### src/rtl/button_pkg.sv
// rtl/button_pkg.sv - shared types and constants for the button conditioner
package button_pkg;

    typedef enum logic [1:0] {
        ZERO  = 2'd0,
        WAIT1 = 2'd1,
        ONE   = 2'd2,
        WAIT0 = 2'd3
    } db_state_t;

    localparam int DB_CYCLES_20MS = 2_000_000;

    // A single-cycle debounce still needs a 1-bit counter to hold a value.
    function automatic int db_cnt_width(input int cycles);
        return (cycles > 1) ? $clog2(cycles) : 1;
    endfunction

endpackage

### src/rtl/debounce_channel.sv
// rtl/debounce_channel.sv - synchroniser, debounce FSM and edge pulses for one button
module debounce_channel
    import button_pkg::*;
#(
    parameter int DB_CYCLES = DB_CYCLES_20MS
) (
    input  logic clk,
    input  logic rst_n,
    input  logic btn_raw,
    output logic btn_level,
    output logic btn_rise,
    output logic btn_fall
);

    localparam int CNT_W = db_cnt_width(DB_CYCLES);
    localparam logic [CNT_W-1:0] CNT_MAX = CNT_W'(DB_CYCLES - 1);

    logic            s1_q, s2_q;
    db_state_t       state_q, state_d;
    logic [CNT_W-1:0] cnt_q, cnt_d;
    logic            level_q, level_d;
    logic            rise_q, rise_d;
    logic            fall_q, fall_d;

    always_comb begin
        state_d = state_q;
        cnt_d   = cnt_q;
        rise_d  = 1'b0;
        fall_d  = 1'b0;
        unique case (state_q)
            ZERO: begin
                if (s2_q) begin
                    state_d = WAIT1;
                    cnt_d   = '0;
                end
            end
            WAIT1: begin
                if (!s2_q) begin
                    state_d = ZERO;
                end else if (cnt_q == CNT_MAX) begin
                    state_d = ONE;
                    rise_d  = 1'b1;
                end else begin
                    cnt_d = cnt_q + CNT_W'(1);
                end
            end
            ONE: begin
                if (!s2_q) begin
                    state_d = WAIT0;
                    cnt_d   = '0;
                end
            end
            WAIT0: begin
                if (s2_q) begin
                    state_d = ONE;
                end else if (cnt_q == CNT_MAX) begin
                    state_d = ZERO;
                    fall_d  = 1'b1;
                end else begin
                    cnt_d = cnt_q + CNT_W'(1);
                end
            end
            default: state_d = ZERO;
        endcase
        level_d = (state_d == ONE) || (state_d == WAIT0);
    end

    always_ff @(posedge clk) begin
        if (!rst_n) begin
            s1_q    <= 1'b0;
            s2_q    <= 1'b0;
            state_q <= ZERO;
            cnt_q   <= '0;
            level_q <= 1'b0;
            rise_q  <= 1'b0;
            fall_q  <= 1'b0;
        end else begin
            s1_q    <= btn_raw;
            s2_q    <= s1_q;
            state_q <= state_d;
            cnt_q   <= cnt_d;
            level_q <= level_d;
            rise_q  <= rise_d;
            fall_q  <= fall_d;
        end
    end

    assign btn_level = level_q;
    assign btn_rise  = rise_q;
    assign btn_fall  = fall_q;

endmodule

### src/rtl/button_conditioner.sv
// rtl/button_conditioner.sv - N_BTN independent debounced button channels
module button_conditioner
    import button_pkg::*;
#(
    parameter int N_BTN     = 3,
    parameter int DB_CYCLES = DB_CYCLES_20MS
) (
    input  logic             clk,
    input  logic             rst_n,
    input  logic [N_BTN-1:0] btn_raw,
    output logic [N_BTN-1:0] btn_level,
    output logic [N_BTN-1:0] btn_rise,
    output logic [N_BTN-1:0] btn_fall
);

    for (genvar i = 0; i < N_BTN; i++) begin : g_chan
        debounce_channel #(
            .DB_CYCLES(DB_CYCLES)
        ) u_chan (
            .clk      (clk),
            .rst_n    (rst_n),
            .btn_raw  (btn_raw[i]),
            .btn_level(btn_level[i]),
            .btn_rise (btn_rise[i]),
            .btn_fall (btn_fall[i])
        );
    end

endmodule

### config.mk
export PLATFORM = sky130hd
export DESIGN_NAME = button_conditioner
export DESIGN_NICKNAME = d
export VERILOG_FILES = /design/src/rtl/button_pkg.sv /design/src/rtl/debounce_channel.sv /design/src/rtl/button_conditioner.sv
export SDC_FILE = /design/constraint.sdc
export NUM_CORES = 1
export LEC_CHECK = 0
export CAP_MARGIN = 25
export CORE_ASPECT_RATIO = 1.25
export CORE_UTILIZATION = 45
export DETAILED_ROUTE_END_ITERATION = 6
export GPL_TIMING_DRIVEN = 1
export SETUP_SLACK_MARGIN = 0.5
export SLEW_MARGIN = 5
export SYNTH_ARGS = -nofsm -noshare
export SYNTH_HDL_FRONTEND = slang
export SYNTH_HIERARCHICAL = 1
export SYNTH_SLANG_ARGS = --single-unit
### constraint.sdc
create_clock -name clk -period 4.8 [get_ports clk]
set_input_delay 0.96 -clock clk [delete_from_list [all_inputs] [get_ports clk]]
set_output_delay 0.96 -clock clk [all_outputs]
set_load 0.02 [all_outputs]
After elaboration in Yosys (flattened, before gate mapping)
Index checks and enable logic that the tools add are counted.
- input bits: 5
- flip-flop bits (word level): 84
- multiplexer cells: 42
- $add $sub $neg: 3
- reduce and logical (&&, ||, !) cells: 15
- equality and inequality tests: 30
- bitwise gates (word level): 4
- operators by type and width (kind ; number):
    $mux 21 ; 15
    $pmux 21 s4 ; 3
    $add 21x1->21 const B ; 3
    $eq 21x21->1 const B ; 3
    $mux 2 ; 18
    $eq 2x2->1 const B ; 12
    $pmux 2 s4 ; 3
    $ne 2x1->1 const B ; 6
    $ne 2x2->1 const B ; 6
    $reduce_and 4->1 ; 3
    $reduce_and 3->1 ; 3
    $reduce_or 3->1 ; 3
    $eq 2x1->1 const B ; 3
    $logic_not 2->1 ; 3
    $not 1->1 ; 4
    $logic_or 1x1->1 ; 3
    $mux 1 ; 3

Longest topological paths before layout
- depth in word-level cells: 6
- depth in mapped cells: 7
- depth with buffers taken out: 6

By module
The synthesis kept the hierarchy.
- modules (own cells, without submodules) (module ; cells an instance ; sequential area each (µm²) ; area an instance (µm²) ; instances):
    debounce_channel at g_chan[1].u_chan ... ; 144 ; 560.5 ; 1278.7 ; 2
    debounce_channel at g_chan[0].u_chan ; 138 ; 560.5 ; 1238.7 ; 1

Worst setup path after synthesis
No wires, ideal clock.
- kind: input -> register
- start: input port rst_n
- end: register g_chan[1].u_chan.cnt_q[10]
- path slack: 3.039 ns
- arrival: 1.692 ns
- stages on the path: 3
- library setup time: 0.069 ns
- path through: o21ai_1 -> or4_1 -> o21ai_1
- RTL lines (item ; RTL line ; text):
    start, declared ; button_conditioner.sv:9 ; input logic rst_n,
    end signal, assigned ; debounce_channel.sv:81 ; cnt_q <= cnt_d;
    end, declared ; debounce_channel.sv:20 ; logic [CNT_W-1:0] cnt_q, cnt_d;

==> impl_metrics.env <==
export IMPL_status="finished, violations left"
export IMPL_violations="DRC"
export IMPL_yosysMostFrequentCell="dfxtp_1"
export IMPL_critical_path_endpoint_type="flip-flop"
export IMPL_hold_class="reg -> reg"
export IMPL_vias=3029
export IMPL_hold_slack_ns=0.440
export IMPL_tns_ns=0
export IMPL_rows=37
export IMPL_synthArstFlopShare_pct=0
export IMPL_setup_viol=0
export IMPL_worst_clock_skew_ns=0.00472
export IMPL_wl_um=7490
export IMPL_antenna_found_initial=0
export IMPL_drc=2
export IMPL_synth_area_leader_cell="dfxtp_1"
export IMPL_clkSinkCount=84
export IMPL_start_util_pct=46.3
export IMPL_synth_area_um2=3800
export IMPL_r2r_slack_ns=2.78
export IMPL_io_pins=14
export IMPL_p_per_area_nw_per_um2=283
export IMPL_syn_avg_cell_area_um2=8.91
export IMPL_ys_top_cells_by_count="84 x dfxtp_1, 50 x nor2_1, 34 x nand2_1"
export IMPL_dpl_cell_count=532
export IMPL_cp_required_ns=5.08
export IMPL_place_ws_ns=2.19
export IMPL_portBuffers=13
export IMPL_clock_latency_ns=0.35
export IMPL_avgRoutedWirePerCell_um=13.6
export IMPL_max_freq_mhz=441
export IMPL_gp_congestion=0.829
export IMPL_gr_total_overflow=0
export IMPL_dp_hpwl_um=5210
export IMPL_grt_pass1_wl_um=12900
export IMPL_total_power_mw=1.18
export IMPL_cp_arrival_ns=2.55
export IMPL_die_w_um=84.2
export IMPL_ctsResizeCount=0
export IMPL_post_cts_setup_buffers=0
export IMPL_period_needed_ns=2.27
export IMPL_antenna_left=0
export IMPL_placed_cell_area_um2=3990
export IMPL_seq_area_frac_synth_pct=44.3
export IMPL_die_area_um2=8810
export IMPL_ys_types=42
export IMPL_synth_top_cell_area_share_pct=44.3
export IMPL_antenna_cells=0
export IMPL_max_slew_margin_pct=54.1
export IMPL_synthFlopType="dfxtp_1"
export IMPL_synth_cells=426
export IMPL_multi_input_area_um2=2000
export IMPL_layout_nets=455
export IMPL_tightest_slew_ns=0.687
export IMPL_track_usage_pct=18.2
export IMPL_cts_tree="built"
export IMPL_finalHoldViolCount=0
export IMPL_chipHeight_um=105
export IMPL_fillers=790
export IMPL_regArea_um2=1680
export IMPL_worstSetupPathType="in -> reg"
export IMPL_final_area_um2=4170
export IMPL_synth_area_leaders="dfxtp_1 44%, nor2_1 4.9%, xnor2_1 4.8%, nand3_1 4.0%, nand2_1 3.4%"
export IMPL_fin_util_pct=50.9
export IMPL_vdd_drop_max_mv=0.162
export IMPL_area_growth_pct=9.82
export IMPL_vias_per_cell=5.52
export IMPL_cts_root_buf="clkbuf_8"
export IMPL_core_area_um2=8190
export IMPL_drv_cap=0
export IMPL_clkTransAtPathRegs_ns=0.08
export IMPL_rsz0062_at_grt="no"
export IMPL_drt_initial_drc_count=117
export IMPL_clock_path_buffers=2
export IMPL_drive_above_1_share_pct=8.85
export IMPL_worstPathMaxFanout=21
export IMPL_drv_slew=0
export IMPL_numCtsBuffers=9
export IMPL_startpoint_type="input pin"
export IMPL_synth_seq_cells=84
export IMPL_grt_pass1_vias=2822
export IMPL_layout_setup_ws_ns=2.53
export IMPL_synth_edf_count=0
export IMPL_finalNonFillerCells=549
export IMPL_cts_hold_buf=0
export IMPL_yosysWarnings=6
export IMPL_grt_max_degree=22
export IMPL_cellLeakagePower_nw=1.27
export IMPL_synthesis_nets=434
export IMPL_htree_levels=3
export IMPL_drt_pass1_iter_count=6
export IMPL_post_route_period_util_pct=47.2
## worst paths after layout
kind,start,end,cells after the start
worst max-delay path,rst_n,g_chan[2].u_chan/cnt_q[10],6
worst min-delay path,g_chan[1].u_chan/s1_q,g_chan[1].u_chan/s2_q,1
worst max register to register,g_chan[1].u_chan/cnt_q[8],g_chan[1].u_chan/cnt_q[3],6
worst min register to register,g_chan[1].u_chan/s1_q,g_chan[1].u_chan/s2_q,1
## worst max-delay path, cell delays in order
cell and delay [ns]:
clkdlybuf4s50_1 0.46, buf_4 0.22, o21ai_1 0.09, buf_4 0.21, or4_1 0.51, o21ai_1 0.09
## report_power, final
part	leakage [nW]	internal [mW]	switching, mW	total, mW
Clock	0.0889	0.199	0.246	0.445
Sequential	0.678	0.699	0.00302	0.702
Combinational	0.499	0.0110	0.0237	0.0347
## state kept, by name (all words and copies together) (netlist names)
signal                   count
g_chan.u_chan/s2_q           3
g_chan.u_chan/s1_q           3
g_chan.u_chan/cnt_q         63
g_chan.u_chan/btn_rise       3
g_chan.u_chan/btn_level      3
g_chan.u_chan/btn_fall       3
g_chan.u_chan/state_q        6
## per-layer routing
| metal | up-vias | global-route usage [%] | routed length (um) |
|---|---|---|---|
| met2 | 41 | 29.2 | 3510 |
| li1 | 1564 | - | - |
| met5 | - | 0 | 0 |
| met1 | 1414 | 23.3 | 3700 |
| met4 | 0 | 7.02 | 100 |
| met3 | 10 | 4.90 | 185 |
## cell families after synthesis
logic type	after synthesis	synth area share [%]
AND/OR/NAND/NOR	225	33.1
flip-flops	84	44.3
AO/OA/AOI/OAI	58	8.67
XOR/XNOR	37	9.13
buffers and inverters	16	3.03
multiplexers	3	0.791
adder cells (fa/ha/maj)	3	0.989
## cells in the final DEF, fill, tap and decap left out, types with 3 or more instances in the layout
cell              n
nand4_1          16
dfxtp_1          84
nor4_1            4
nand3_1          30
nor3b_1           7
o21ai_0          12
and2_1           13
clkinv_2          4
clkbuf_8         10
buf_4             5
mux2i_1           3
or3_1            19
o211ai_1          3
nor3_1           16
or4_1             6
nor4bb_1          3
nor2_1           50
o21ai_1          14
nand3_2           3
ha_1              3
xnor2_1          21
nand2_1          34
inv_1             8
nor4b_1           5
nor4_2            5
and3_1            4
a21oi_1          22
or3b_1            3
clkdlybuf4s50_1  13
xor2_1           13
## area by class of cell
class	instances	area share, %
well taps	97	2.91
inverters	8	0.720
flip-flops and latches	84	40.3
clock inverters	5	0.660
repair buffers	18	4.02
clock buffers	11	3.39
multi-input cells	326	48.0
No activity file was read; power rests on OpenSTA's default activity.
